### src/rtl/sargantana_icache_flush_ctrl_if.sv
// Flush controller bundle: request/drain inputs from the front end,
// tag-clear strobes, stall and acks back out.
interface sargantana_icache_flush_ctrl_if #(
  parameter int ICACHE_DEPTH = 64,
  parameter int NUM_WAYS     = 4
);
  localparam int IDX_W = $clog2(ICACHE_DEPTH);

  logic                fencei_req_i;
  logic                ext_inval_req_i;
  logic                refill_busy_i;
  logic                tag_wr_en_o;
  logic [IDX_W-1:0]    tag_wr_idx_o;
  logic [NUM_WAYS-1:0] tag_wr_way_mask_o;
  logic                lookup_stall_o;
  logic                flush_busy_o;
  logic                fencei_ack_o;
  logic                ext_inval_ack_o;

  modport master (
    output fencei_req_i,
    output ext_inval_req_i,
    output refill_busy_i,
    input  tag_wr_en_o,
    input  tag_wr_idx_o,
    input  tag_wr_way_mask_o,
    input  lookup_stall_o,
    input  flush_busy_o,
    input  fencei_ack_o,
    input  ext_inval_ack_o
  );

  modport slave (
    input  fencei_req_i,
    input  ext_inval_req_i,
    input  refill_busy_i,
    output tag_wr_en_o,
    output tag_wr_idx_o,
    output tag_wr_way_mask_o,
    output lookup_stall_o,
    output flush_busy_o,
    output fencei_ack_o,
    output ext_inval_ack_o
  );
endinterface

### src/rtl/sargantana_icache_flush_ctrl.sv
// Icache flush sequencer: coalesces fence.i / external invalidates,
// drains refills, then clears every set of the tag array.
module sargantana_icache_flush_ctrl #(
  parameter int ICACHE_DEPTH = 64,
  parameter int NUM_WAYS     = 4
) (
  input logic clk_i,
  input logic rst_i,
  sargantana_icache_flush_ctrl_if.slave bus
);
  localparam int IDX_W = $clog2(ICACHE_DEPTH);
  localparam logic [IDX_W-1:0] LAST =
    IDX_W'(ICACHE_DEPTH - 1);

  typedef enum logic [1:0] {
    IDLE,
    DRAIN,
    WALK,
    DONE
  } state_e;

  state_e           state_q, state_d;
  logic [1:0]       pend_q, pend_d;
  logic [1:0]       served_q, served_d;
  logic [IDX_W-1:0] idx_q, idx_d;
  logic [1:0]       req;
  logic             walk;
  logic             done;

  assign req = {bus.ext_inval_req_i, bus.fencei_req_i};

  always_ff @(posedge clk_i) begin
    if (rst_i) begin
      state_q  <= IDLE;
      pend_q   <= '0;
      served_q <= '0;
      idx_q    <= '0;
    end else begin
      state_q  <= state_d;
      pend_q   <= pend_d;
      served_q <= served_d;
      idx_q    <= idx_d;
    end
  end

  always_comb begin
    state_d  = state_q;
    pend_d   = pend_q | req;
    served_d = served_q;
    idx_d    = idx_q;
    unique case (state_q)
      IDLE: begin
        if (pend_q != '0) state_d = DRAIN;
      end
      DRAIN: begin
        if (!bus.refill_busy_i) begin
          // Same-cycle requests stay pending for a later walk
          served_d = pend_q;
          pend_d   = req;
          idx_d    = '0;
          state_d  = WALK;
        end
      end
      WALK: begin
        idx_d = idx_q + IDX_W'(1);
        if (idx_q == LAST) state_d = DONE;
      end
      DONE: begin
        served_d = '0;
        state_d  = (pend_q != '0) ? DRAIN : IDLE;
      end
    endcase
  end

  assign walk = (state_q == WALK);
  assign done = (state_q == DONE);

  assign bus.tag_wr_en_o       = walk;
  assign bus.tag_wr_idx_o      = walk ? idx_q : '0;
  assign bus.tag_wr_way_mask_o = {NUM_WAYS{walk}};
  assign bus.lookup_stall_o    = (state_q != IDLE);
  assign bus.flush_busy_o      = (state_q != IDLE);
  assign bus.fencei_ack_o      = done & served_q[0];
  assign bus.ext_inval_ack_o   = done & served_q[1];
endmodule

### src/flat_wrapper.sv
// flat-port wrapper written by rule: the top's interface ports become plain ports
module sargantana_icache_flush_ctrl_flat 
#(
  parameter int ICACHE_DEPTH = 64,
  parameter int NUM_WAYS     = 4
)
  (clk_i, rst_i, bus_fencei_req_i, bus_ext_inval_req_i, bus_refill_busy_i, bus_tag_wr_en_o, bus_tag_wr_idx_o, bus_tag_wr_way_mask_o, bus_lookup_stall_o, bus_flush_busy_o, bus_fencei_ack_o, bus_ext_inval_ack_o);
  sargantana_icache_flush_ctrl_if #(.ICACHE_DEPTH(ICACHE_DEPTH), .NUM_WAYS(NUM_WAYS)) bus_i ();
  input logic clk_i;
  input logic rst_i;
  input wire logic [$bits(bus_i.fencei_req_i)-1:0] bus_fencei_req_i;
  input wire logic [$bits(bus_i.ext_inval_req_i)-1:0] bus_ext_inval_req_i;
  input wire logic [$bits(bus_i.refill_busy_i)-1:0] bus_refill_busy_i;
  output wire logic [$bits(bus_i.tag_wr_en_o)-1:0] bus_tag_wr_en_o;
  output wire logic [$bits(bus_i.tag_wr_idx_o)-1:0] bus_tag_wr_idx_o;
  output wire logic [$bits(bus_i.tag_wr_way_mask_o)-1:0] bus_tag_wr_way_mask_o;
  output wire logic [$bits(bus_i.lookup_stall_o)-1:0] bus_lookup_stall_o;
  output wire logic [$bits(bus_i.flush_busy_o)-1:0] bus_flush_busy_o;
  output wire logic [$bits(bus_i.fencei_ack_o)-1:0] bus_fencei_ack_o;
  output wire logic [$bits(bus_i.ext_inval_ack_o)-1:0] bus_ext_inval_ack_o;
  assign bus_i.fencei_req_i = bus_fencei_req_i;
  assign bus_i.ext_inval_req_i = bus_ext_inval_req_i;
  assign bus_i.refill_busy_i = bus_refill_busy_i;
  assign bus_tag_wr_en_o = bus_i.tag_wr_en_o;
  assign bus_tag_wr_idx_o = bus_i.tag_wr_idx_o;
  assign bus_tag_wr_way_mask_o = bus_i.tag_wr_way_mask_o;
  assign bus_lookup_stall_o = bus_i.lookup_stall_o;
  assign bus_flush_busy_o = bus_i.flush_busy_o;
  assign bus_fencei_ack_o = bus_i.fencei_ack_o;
  assign bus_ext_inval_ack_o = bus_i.ext_inval_ack_o;
  sargantana_icache_flush_ctrl #(.ICACHE_DEPTH(ICACHE_DEPTH), .NUM_WAYS(NUM_WAYS)) u_core (.clk_i(clk_i), .rst_i(rst_i), .bus(bus_i));
endmodule
### config.mk
export PLATFORM = sky130hd
export DESIGN_NAME = sargantana_icache_flush_ctrl_flat
export DESIGN_NICKNAME = d
export VERILOG_FILES = /design/src/rtl/sargantana_icache_flush_ctrl_if.sv /design/src/rtl/sargantana_icache_flush_ctrl.sv /design/src/flat_wrapper.sv
export SDC_FILE = /design/constraint.sdc
export NUM_CORES = 1
export LEC_CHECK = 0
export ABC_AREA = 1
export BUFFER_PORTS_ARGS = -buffer_cell sky130_fd_sc_hd__buf_2
export CAP_MARGIN = 30
export CORE_MARGIN = 10
export CORE_UTILIZATION = 45
export DETAILED_ROUTE_END_ITERATION = 12
export GPL_ROUTABILITY_DRIVEN = 0
export PLACE_DENSITY = 0.67
export SYNTH_ARGS = -nofsm -noshare
export SYNTH_HDL_FRONTEND = slang
export SYNTH_SLANG_ARGS = --single-unit
### constraint.sdc
create_clock -name clk_i -period 2.72 [get_ports clk_i]
set_input_delay 0.272 -clock clk_i [delete_from_list [all_inputs] [get_ports clk_i]]
set_output_delay 0.272 -clock clk_i [all_outputs]
set_load 0.01 [all_outputs]
== Word level (Yosys, flattened, before mapping) ==
Cells that the tools add are included.

* Flip-flop bits (word level): 12
* Bits in latches: 0
* Bits in writable memories: 0
* ROM bits: 0
* Input port bits: 5
* Output and inout port bits: 15
* Word-level logic and storage cells: 35
* Memories kept: 0

* $add $sub $neg: 1
* Multiply operators: 0
* Divide/modulo/power cells: 0
* $lt $le $gt $ge: 0
* Equal/unequal tests: 7
* Shifts and indexed selects: 0
* Muxes and demuxes: 12
* Bitwise gates (word level): 3
* Reductions and logical operators: 8

{| class="wikitable"
|+ Operators with widths
! kind !! number
|-
| 2-bit two-way mux || 6
|-
| 6-bit two-way mux || 2
|-
| 6-bit one-hot mux with 2 select lines || 1
|-
| 2-bit one-hot mux with 4 select lines || 1
|-
| 2-bit nonzero test || 4
|-
| 6-bit by 1-bit adder with 6-bit output, second input constant || 1
|-
| 6-bit == test, second input constant || 1
|-
| 2-bit == test, second input constant || 2
|-
| 2-bit != test, second input constant || 2
|-
| 2-bit one-hot mux with 2 select lines || 1
|-
| 2-bit AND reduction || 2
|-
| 3-bit AND reduction || 1
|-
| 1-bit AND || 2
|-
| 2-bit by 1-bit == test with 1-bit output, second input constant || 1
|-
| 2-bit logical NOT || 1
|-
| 2-bit by 1-bit != test with 1-bit output, second input constant || 1
|-
| 2-bit bitwise OR || 1
|-
| 1-bit two-way mux || 1
|}

== Logic depth before layout (Yosys ltp) ==
Gate-level depths: netlist of run 1.

* Depth in word-level cells: 3
* Depth in mapped cells: 9
* Gate-level depth less buffers: 9

== Worst setup path after synthesis of run 1 ==
Ideal clock, no wire load.

* Path kind: flip-flop to flip-flop
* Start: register u_core.state_q[0]
* End: register u_core.idx_q[4]
* Library setup time: 0.110 ns
* Arrival: 1.329 ns
* Data required time: 2.610 ns
* Path slack: 1.281 ns
* Stages on the path, launching flop included: 8
* Buffers on the path: 1
* Clock period less this slack: 1.439 ns
* Path through: dfxtp_1 -> inv_1 -> ha_1 -> buf_2 -> o21ai_1 -> inv_1 -> nand3_1 -> inv_1

* Longest elaborated chain between the ends: 3
* Elaborated cells between the ends (all ways): 6
* Those cells by class: 3 x eq/ne; 1 x mux; 2 x reduce/logical

{| class="wikitable"
|+ Ends and longest elaborated chain
! item !! RTL line !! source
|-
| start, declared || sargantana_icache_flush_ctrl.sv:22 || <nowiki>state_e state_q, state_d;</nowiki>
|-
| start signal, assigned || sargantana_icache_flush_ctrl.sv:39 || <nowiki>state_q <= state_d;</nowiki>
|-
| 2-bit == test * || - ||
|-
| named net bus_tag_wr_en_o || flat_wrapper.sv:14 || <nowiki>output wire logic [$bits(bus_i.tag_wr_en_o)-1:0] bus_tag_wr_en_o;</nowiki>
|-
| 2-bit nonzero test (no source line) || - ||
|-
| 2-bit AND reduction (no source line) || - ||
|-
| end signal, assigned || sargantana_icache_flush_ctrl.sv:42 || <nowiki>idx_q <= idx_d;</nowiki>
|-
| end, declared || sargantana_icache_flush_ctrl.sv:25 || <nowiki>logic [IDX_W-1:0] idx_q, idx_d;</nowiki>
|}

The timed path passes the listed nets; every way through them passes the cells marked *.
A chain may end at the register's enable or synchronous reset.

== Final worst setup path of run 1 ==
* Start: register u_core.state_q[0]
* End: output bus_tag_wr_idx_o[0]

* Longest elaborated chain between the ends: 2

{| class="wikitable"
|+ Ends and longest elaborated chain
! item !! RTL line !! source
|-
| 2-bit == test || sargantana_icache_flush_ctrl.sv:75 || <nowiki>assign walk = (state_q == WALK);</nowiki>
|-
| 6-bit two-way mux || sargantana_icache_flush_ctrl.sv:79 || <nowiki>assign bus.tag_wr_idx_o = walk ? idx_q : '0;</nowiki>
|-
| end, declared || flat_wrapper.sv:15 || <nowiki>output wire logic [$bits(bus_i.tag_wr_idx_o)-1:0] bus_tag_wr_idx_o;</nowiki>
|}

No other way between the ends.

==> flow_summary.json, run 1 <==
{
  "slew_viol_final": 0,
  "post_cts_buffers": 0,
  "syn_area_um2": 754.5,
  "r2r-end": "u_core.idx_q[4]",
  "design.core.area_um2": 1541,
  "peakVddDrop_mv": 0.4514,
  "grt_overflow": 0,
  "ys_seq_area_frac": 0.3184,
  "tightest_slew_ns": 0.5209,
  "min_path_cells": 3,
  "clk_path_buf_depth": 2,
  "worst_clock_skew_ns": 0.001287,
  "dr.pass1.iters": 4,
  "hold_start": "bus_fencei_req_i",
  "clk_latency_ns": 0.27,
  "vias_per_cell": 4.808,
  "power_density_nw_per_um2": 753.5,
  "cap_violations": 0,
  "reg2reg_from": "u_core.state_q[0]",
  "critical_path_class": "reg2out",
  "critPathLaunchType": "register",
  "r2r_cells": 7,
  "n_antenna_cell": 0,
  "dr_total_vias": 702,
  "fp.dieArea_um2": 3714,
  "cp_max_fo": 17,
  "clock-sinks": 12,
  "cts_tree": "yes",
  "synth_nets": 125,
  "routed_wl_um": 1520,
  "die_h_um": 60.95,
  "core.rowCount": 14,
  "max_freq_ghz": 0.5524,
  "p_leak_nw": 0.4945,
  "synth_cells": 114,
  "worstPathArrival_ns": 1.54,
  "antenna_found_initial": 0,
  "grt_start_max_net_pins": 18,
  "ioPinCount": 20,
  "run_status": "finished, final reports clean",
  "fin_nets": 143,
  "post-place-ws_ns": 1.067,
  "syn_to_final_growth_pct": 12.60,
  "grt_usage": 0.08978,
  "cts_buffers": 3,
  "hold_violations": 0,
  "synth_top_area_share": 0.3184,
  "synthTopCellsByArea": "dfxtp_1, nand2_1, inv_1",
  "min_period_over_period": 0.6656,
  "max_slew_margin": 0.6527,
  "syn_avg_cell_area_um2": 6.618,
  "cts_resized": 0,
  "wl_per_cell_um": 10.41,
  "yosysWarnings": 0,
  "grt_pass1_vias": 632,
  "synth.distinct_cells": 17,
  "hold_path.class": "in2reg",
  "setup_violations": 0,
  "dp_hpwl_um": 1250,
  "ys_ff_latch": 12,
  "worst_slack_ns": 0.9096,
  "drc_errors": 0,
  "ant_nets": 0,
  "tns_ns": 0,
  "clockRootBuffer": "clkbuf_4",
  "holdPathEnd": "u_core.pend_q[0]",
  "io_buffers": 19,
  "die_w_um": 60.95,
  "r2r_slack_ns": 1.06,
  "required_ns": 2.45,
  "cts.clk_slew.worst_paths_ns": 0.07,
  "period_needed_ns": 1.810,
  "cts_max_level": 1,
  "grt_first_pass_wirelength_um": 2594,
  "first_iter_violations": 18,
  "end_kind": "output port",
  "cts_hold_buf": 0,
  "rsz0062_at_grt": "false",
  "synth_largest_area_cell": "dfxtp_1",
  "initial_core_util": 0.4894,
  "drive_above_1_share": 0.2077
}
[synth_stat cells]
cell type   n
o21ai_1     2
a21oi_1     8
nor2_1     12
nand4_1     1
ha_1        6
inv_1      24
xor2_1      1
nand2_1    26
o21ai_2     1
nand3_1     8
dfxtp_1    12
o21ai_0     1
a21boi_2    1
nand2_2     3
buf_2       1
buf_4       5
a211oi_1    2
[registers in the layout, indices dropped and copies added (netlist names)]
| register | cells |
|---|---|
| u_core.served_q | 2 |
| u_core.pend_q | 2 |
| u_core.idx_q | 6 |
| u_core.state_q | 2 |
[cell families after synthesis]
logic type / count (synthesis) / share of synthesized area
simple gates: 50 / 0.2753
flops: 12 / 0.3184
xor+xnor: 1 / 0.01161
fa+ha+maj: 6 / 0.09950
compound gates: 15 / 0.1194
buf+inv: 30 / 0.1758
[how the worst max path moves through the flow]
stage,startpoint,to,slack (ns),depth (start not counted)
final,u_core.state_q[0],bus_tag_wr_idx_o[0],0.91,5
after global routing,u_core.state_q[0],bus_tag_wr_idx_o[2],0.75,5
after global placement,u_core.state_q[0],u_core.idx_q[4],1.16,7
after detailed placement,u_core.state_q[0],u_core.idx_q[4],1.07,7
after CTS,u_core.state_q[0],bus_tag_wr_idx_o[4],0.88,5
after floorplan,u_core.state_q[0],u_core.idx_q[4],1.28,7
[worst max-delay path, stage by stage, from the launching register on]
cell     delay [ns]
dfxtp_1        0.35
inv_1          0.13
ha_1           0.50
nand2_1        0.10
inv_1          0.06
buf_2          0.12
[layout make-up]
type                       instances  area, um2
clock buffer                       3      22.52
fill                             166      691.9
inverter                          24      90.09
multi-input combinational         72      381.6
sequential                        12      240.2
tap                               16      20.02
timing repair buffer              19      95.09
[metrics by stage]
stage | area [um2] | hold slack [ns] | total power, mW | instances | util
global route | 849.6 | 0.2419 | 0.6978 | 146 | 0.5511
global placement | 827.0 | 0.4570 | 0.5290 | 143 | 0.5365
detailed placement | 827.0 | 0.4621 | 0.5368 | 143 | 0.5365
finish | 849.6 | 0.2084 | 0.6402 | 146 | 0.5511
CTS | 849.6 | 0.2141 | 0.6459 | 146 | 0.5511
floorplan | 754.5 | 0.3411 | 0.4860 | 114 | -
[routing by layer]
metal / vias to the layer above / global-route usage / part of all wire
li1: 377 / - / -
met1: 304 / 0.1128 / 0.46
met2: 17 / 0.1295 / 0.44
met3: 4 / 0.02714 / 0.087
met4: 0 / 0.05643 / 0.019
met5: - / 0 / 0
[cell usage in the layout (no fill, tap or decap), drive strengths merged]
cell	count
a21oi	8
o21ai	4
buf	19
a211oi	2
xor2	1
ha	6
nand4	1
nand3	8
a21boi	1
dfxtp	12
inv	24
nand2	29
nor2	12
clkbuf	3
[where the power goes]
group / internal [mW] / total (mW) / switching (mW)
clock network: 0.0512 / 0.109 / 0.0581
logic: 0.115 / 0.305 / 0.190
registers: 0.200 / 0.226 / 0.0256
Note: power is estimated with default switching activity, not from simulation.
==> inputs of run 2 (changes only) <==
--- a/config.mk
+++ b/config.mk
@@ -5,14 +5,14 @@
 export SDC_FILE = /design/constraint.sdc
 export NUM_CORES = 1
 export LEC_CHECK = 0
-export ABC_AREA = 1
+export ABC_AREA = 0
 export BUFFER_PORTS_ARGS = -buffer_cell sky130_fd_sc_hd__buf_2
 export CAP_MARGIN = 30
 export CORE_MARGIN = 10
 export CORE_UTILIZATION = 45
 export DETAILED_ROUTE_END_ITERATION = 12
 export GPL_ROUTABILITY_DRIVEN = 0
-export PLACE_DENSITY = 0.67
+export PLACE_DENSITY = 0.7
 export SYNTH_ARGS = -nofsm -noshare
 export SYNTH_HDL_FRONTEND = slang
 export SYNTH_SLANG_ARGS = --single-unit
==> constraint.sdc (replaced) <==
create_clock -name clk_i -period 1.6 [get_ports clk_i]
set_input_delay 0.16 -clock clk_i [delete_from_list [all_inputs] [get_ports clk_i]]
set_output_delay 0.16 -clock clk_i [all_outputs]
set_load 0.01 [all_outputs]
==> run 2 against run 1 <==
Synthesized cell count shrank 25%. Combinational power grew 110%. Critical endpoint is now bus_tag_wr_idx_o[2]. Register-to-register slack got worse by 0.97 ns. Utilization up 1.0 points. Largest power group unchanged. First-iteration DRC count shrank 22%. Sequential share of layout area grew 0.086 points.
==> flow_summary.json, run 2 <==
{
  "run_status": "finished, final reports clean",
  "drive_above_1_share": 0.3462,
  "clk_path_buf_depth": 2,
  "clk_latency_ns": 0.27,
  "cts_hold_buf": 0,
  "peakVddDrop_mv": 0.8909,
  "grt_first_pass_wirelength_um": 2573,
  "synth.distinct_cells": 29,
  "syn_to_final_growth_pct": 17.53,
  "vias_per_cell": 5.233,
  "cts_max_level": 1,
  "antenna_found_initial": 0,
  "crit_chain": "inv_2 > ha_1 > buf_4 > and2_1 > buf_2",
  "synth_cells": 85,
  "synth.area.mux_share": 0,
  "p_leak_nw": 0.3826,
  "final_cell_mix": "buf_2, dfxtp_1, nor2_1, and2_1, a21oi_1",
  "ys_seq_area_frac": 0.3299,
  "setup_violations": 0,
  "die_h_um": 60.23,
  "cp_max_fo": 9,
  "critPathBufInv": 3,
  "tns_ns": 0,
  "layout_commonest_cell": "buf_2",
  "cp.depth": 5,
  "dp_hpwl_um": 1197,
  "first_iter_violations": 14,
  "min_period_over_period": 0.9503,
  "power_density_nw_per_um2": 1427,
  "design.core.area_um2": 1524,
  "routed_wl_um": 1502,
  "post-route-util": 0.5616,
  "clockRootBuffer": "clkbuf_4",
  "ys_ff_latch": 12,
  "cap_violations": 0,
  "cts_tree": "yes",
  "n_antenna_cell": 0,
  "largest-register": "u_core.idx_q",
  "grt_usage": 0.09179,
  "fp.dieArea_um2": 3627,
  "synth_common_cells": "dfxtp_1, nor2_1, and2_1",
  "synthAdderAreaFrac": 0.1031,
  "syn_avg_cell_area_um2": 8.567,
  "grt_start_max_net_pins": 10,
  "worst_clock_skew_ns": 0.0003347,
  "yosys.area_share.simple": 0.2285,
  "cts_buffers": 3,
  "tightest_slew_ns": 0.2509,
  "synth_edf_count": 0,
  "period_needed_ns": 1.520,
  "hold_violations": 0,
  "synth_top_area_share": 0.3299,
  "die_w_um": 60.23,
  "fin_nets": 117,
  "synth_compound_area_frac": 0.1959,
  "wl_per_cell_um": 12.52,
  "dr.pass1.iters": 4,
  "drc_errors": 0,
  "ant_nets": 0,
  "r2r_cells": 6,
  "grt_pass1_vias": 605,
  "synth-xor-area-share": 0.04811,
  "yosysWarnings": 0,
  "min_path_cells": 3,
  "synth_most_common_cell": "dfxtp_1",
  "crit_path_max_incr_delay_ns": 0.35,
  "post_cts_buffers": 0,
  "required_ns": 1.44,
  "critical_path_class": "reg2out",
  "synth_largest_area_cell": "dfxtp_1",
  "rsz0062_at_grt": "false",
  "syn_area_um2": 728.2,
  "largest_reg_flops": 6,
  "max_freq_ghz": 0.6577,
  "cts.clk_slew.worst_paths_ns": 0.07,
  "synth_nets": 96,
  "cp_top_family": "buffers and inverters",
  "ioPinCount": 20,
  "worstPathArrival_ns": 1.36,
  "io_buffers": 19,
  "core.rowCount": 14,
  "synthFlopType": "dfxtp_1",
  "crit_slowest_cell": "dfxtp_2",
  "end_kind": "output port",
  "synthTopCellsByArea": "dfxtp_1, ha_1, and2_1",
  "nFillCells": 144,
  "initial_core_util": 0.4778,
  "slew_viol_final": 0,
  "dr_total_vias": 628,
  "grt_overflow": 0,
  "synth_top_family_by_area": "simple AND/OR/NAND/NOR gates",
  "cts_resized": 0,
  "async_flop_share": 0,
  "critPathLaunchType": "register",
  "max_slew_margin": 0.8310,
  "clock-sinks": 12,
  "hold_path.class": "in2reg"
}
run 2: routing by layer:
| metal | routed length, um | GRT usage | vias up |
|---|---|---|---|
| met1 | 712 | 0.1099 | 282 |
| met3 | 161 | 0.03814 | 5 |
| met5 | 0 | 0 | - |
| met4 | 36 | 0.05769 | 0 |
| met2 | 592 | 0.1309 | 18 |
| li1 | - | - | 323 |
run 2: cell families after synthesis:
| group | Yosys count |
|---|---|
| buffers and inverters | 13 |
| and+or+nand+nor | 30 |
| adders and majority gates | 6 |
| AOI/OAI and AO/OA | 20 |
| DFF | 12 |
| xor gates and xnor gates | 4 |
run 2: worst min-delay path, cell delays in order:
cell	delay, ns
buf_2	0.08
a21oi_1	0.03
nor2_1	0.06
run 2: where the power goes:
group / switching, mW / internal [mW]
sequential: 0.0387 / 0.348
clock: 0.101 / 0.0872
combinational: 0.365 / 0.282
total: 0.504 / 0.717
run 2: worst paths after layout:
path | slack, ns | start | end
worst max-delay path | 0.08 | u_core.state_q[0] | bus_tag_wr_idx_o[2]
worst min-delay path | 0.09 | bus_ext_inval_req_i | u_core.pend_q[1]
worst max register to register | 0.09 | u_core.state_q[1] | u_core.state_q[1]
worst min register to register | 0.48 | u_core.served_q[1] | u_core.served_q[1]
run 2: area by class of cell:
cell class              count  area (um2)  area share
flip-flops and latches     12       242.7      0.2836
well taps                  16       20.02     0.02339
clock buffers               3       22.52     0.02632
inverters                   5       18.77     0.02193
repair buffers             24       132.6      0.1550
multi-input cells          60       419.2      0.4898
run 2: metrics by stage:
| stage | area, um2 | total power [mW] | hold slack [ns] | setup slack, ns | std cells |
|---|---|---|---|---|---|
| after floorplan | 728.2 | 0.8779 | 0.2774 | 0.05752 | 85 |
| after global placement | 830.8 | 1.011 | 0.3668 | 0.08385 | 117 |
| after detailed placement | 830.8 | 1.030 | 0.3738 | 0.04645 | 117 |
| after CTS | 853.3 | 1.215 | 0.09102 | 0.009466 | 120 |
| after global routing | 855.8 | 1.333 | 0.09818 | 0.001966 | 120 |
| final | 855.8 | 1.221 | 0.08840 | 0.07957 | 120 |
==> inputs of run 3 (changes only) <==
--- a/config.mk
+++ b/config.mk
@@ -5,14 +5,16 @@
 export SDC_FILE = /design/constraint.sdc
 export NUM_CORES = 1
 export LEC_CHECK = 0
-export ABC_AREA = 0
+export ABC_AREA = 1
 export BUFFER_PORTS_ARGS = -buffer_cell sky130_fd_sc_hd__buf_2
 export CAP_MARGIN = 30
 export CORE_MARGIN = 10
 export CORE_UTILIZATION = 45
+export CTS_CLUSTER_SIZE = 14
 export DETAILED_ROUTE_END_ITERATION = 12
 export GPL_ROUTABILITY_DRIVEN = 0
 export PLACE_DENSITY = 0.7
+export SKIP_CTS_REPAIR_TIMING = 1
 export SYNTH_ARGS = -nofsm -noshare
 export SYNTH_HDL_FRONTEND = slang
 export SYNTH_SLANG_ARGS = --single-unit
==> run 3 against run 2 <==
Utilization rose by 0.42 points. Highest routed layer unchanged. Largest power group unchanged. Clock skew grew 0.00077 ns. Sequential share of layout area fell by 0.53 points. Critical endpoint is now u_core.idx_q[4].
==> flow_summary.json, run 3 (synthesis results as in run 1) <==
{
  "cts.clk_slew.worst_paths_ns": 0.07,
  "max_slew_margin": 0.8219,
  "internal_power_mw": 0.6485,
  "slew_viol_final": 0,
  "p_leak_nw": 0.5000,
  "layout_commonest_cell": "nand2_1",
  "setup_violations": 0,
  "crit_chain": "inv_1 > ha_1 > nand2_2 > o21ai_1 > nor2_1 > nand3_1 > nand3_1 > inv_1",
  "largest_reg_flops": 6,
  "crit_path_max_incr_delay_ns": 0.39,
  "worstPathArrival_ns": 1.66,
  "tns_ns": 0,
  "cts_tree": "yes",
  "grt_usage": 0.09140,
  "critPathBufInv": 2,
  "worst_clock_skew_ns": 0.001108,
  "required_ns": 1.77,
  "initial_core_util": 0.4894,
  "switching_power_mw": 0.4755,
  "grt_first_pass_wirelength_um": 2608,
  "peakVddDrop_mv": 0.8229,
  "dr.pass1.iters": 4,
  "fp.dieArea_um2": 3714,
  "die_h_um": 60.95,
  "clk_latency_ns": 0.27,
  "max_freq_ghz": 0.6708,
  "clock-sinks": 12,
  "p_clk_frac": 0.160,
  "cts_max_level": 1,
  "io_buffers": 19,
  "hold_path.class": "in2reg",
  "critPathLaunchType": "register",
  "largest-register": "u_core.idx_q",
  "run_status": "finished, final reports clean",
  "drive_above_1_share": 0.2443,
  "r2r_slack_ns": 0.11,
  "grt_start_max_net_pins": 11,
  "grt_pass1_vias": 632,
  "cts_buffers": 3,
  "design.core.area_um2": 1541,
  "core.rowCount": 14,
  "hold_violations": 0,
  "first_iter_violations": 22,
  "end_kind": "register",
  "vias_per_cell": 4.789,
  "post_dp_cell_area_um2": 834.6,
  "drc_errors": 0,
  "cap_violations": 0,
  "antenna_found_initial": 0,
  "critical_path_class": "reg2reg",
  "routed_wl_um": 1631,
  "wl_per_cell_um": 11.10,
  "period_needed_ns": 1.491,
  "r2r_cells": 8,
  "clockRootBuffer": "clkbuf_4",
  "combPwrFrac": 0.486,
  "fin_nets": 144,
  "cp_max_fo": 5,
  "cp-startpoint": "u_core.state_q[1]",
  "cp_top_family": "simple AND/OR/NAND/NOR gates",
  "n_antenna_cell": 0,
  "syn_to_final_growth_pct": 15.59,
  "min_period_over_period": 0.9317,
  "dp_hpwl_um": 1307,
  "seqPwrFrac": 0.354,
  "r2r-end": "u_core.idx_q[4]",
  "nFillCells": 161,
  "tightest_slew_ns": 0.2654,
  "hold_start": "bus_ext_inval_req_i",
  "final_cell_mix": "nand2_1, inv_1, buf_2, nor2_1, dfxtp_1",
  "ioPinCount": 20,
  "crit_slowest_cell": "dfxtp_2",
  "reg2reg_from": "u_core.state_q[1]",
  "cp.depth": 8,
  "grt_overflow": 0,
  "ant_nets": 0,
  "clk_path_buf_depth": 2,
  "dr_total_vias": 704,
  "power_density_nw_per_um2": 1289,
  "p_sw_frac": 0.4230,
  "die_w_um": 60.95,
  "endpoint": "u_core.idx_q[4]",
  "final_area_um2": 872.1
}
run 3: cell count changes in the layout (fill, tap and decap cells not counted), moves of 2 or more:
cell	previous run	this run
a211oi_1	0	2
a211oi_2	2	0
and2_1	8	0
buf_4	5	1
inv_1	3	23
nand2_1	4	26
nand2_2	0	3
nand2b_1	2	0
nand3_1	2	8
nor2_1	9	12
nor3b_1	2	0
o21ai_0	3	1
xnor2_1	3	0
run 3: worst min-delay path by stage:
stage / end / slack (ns) / cells past startpoint
floorplan: u_core.idx_q[1] / 0.23 / 1
global placement: u_core.pend_q[1] / 0.37 / 3
detailed placement: u_core.pend_q[1] / 0.38 / 3
CTS: u_core.pend_q[1] / 0.1 / 3
global route: u_core.pend_q[0] / 0.12 / 3
finish: u_core.pend_q[1] / 0.10 / 3
run 3: power groups by stage:
stage	registers (mW)	clock network [mW]	logic (mW)
2_1_floorplan	0.383	0	0.444
3_3_place_gp	0.392	0	0.524
3_5_place_dp	0.395	0	0.524
4_1_cts	0.387	0.191	0.529
5_1_grt	0.406	0.206	0.620
6_report	0.398	0.180	0.546
run 3: area by class of cell:
cell class | count | area (um2) | share of cell area
Multi-Input combinational cell | 72 | 394.1 | 0.4519
Timing Repair Buffer | 20 | 102.6 | 0.1176
Clock buffer | 3 | 22.52 | 0.02582
Sequential cell | 12 | 242.7 | 0.2783
Inverter | 24 | 90.09 | 0.1033
Tap cell | 16 | 20.02 | 0.02296
run 3: stage by stage:
step | hold slack [ns] | setup WS [ns] | instances | util | power (mW)
final | 0.1039 | 0.1093 | 147 | 0.5657 | 1.124
after global routing | 0.1228 | -0.007991 | 147 | 0.5657 | 1.232
after CTS | 0.09805 | -0.09366 | 147 | 0.5560 | 1.107
after detailed placement | 0.3848 | 0.1092 | 144 | 0.5414 | 0.9187
after global placement | 0.3729 | 0.1229 | 144 | 0.5414 | 0.9163
after floorplan | 0.2291 | 0.1610 | 114 | - | 0.8263
run 3: tightest hold or removal path, stage by stage:
cell and delay [ns]:
buf_2 0.08, a21oi_1 0.03, nor2_1 0.07
run 3: layer usage:
metal  global-route usage  vias to the layer above  wire length (um)
met5                    0                        -                 0
met4              0.03762                        0                 9
met3              0.04175                        2               118
li1                     -                      380                 -
met2               0.1456                       19               775
met1               0.1033                      303               727
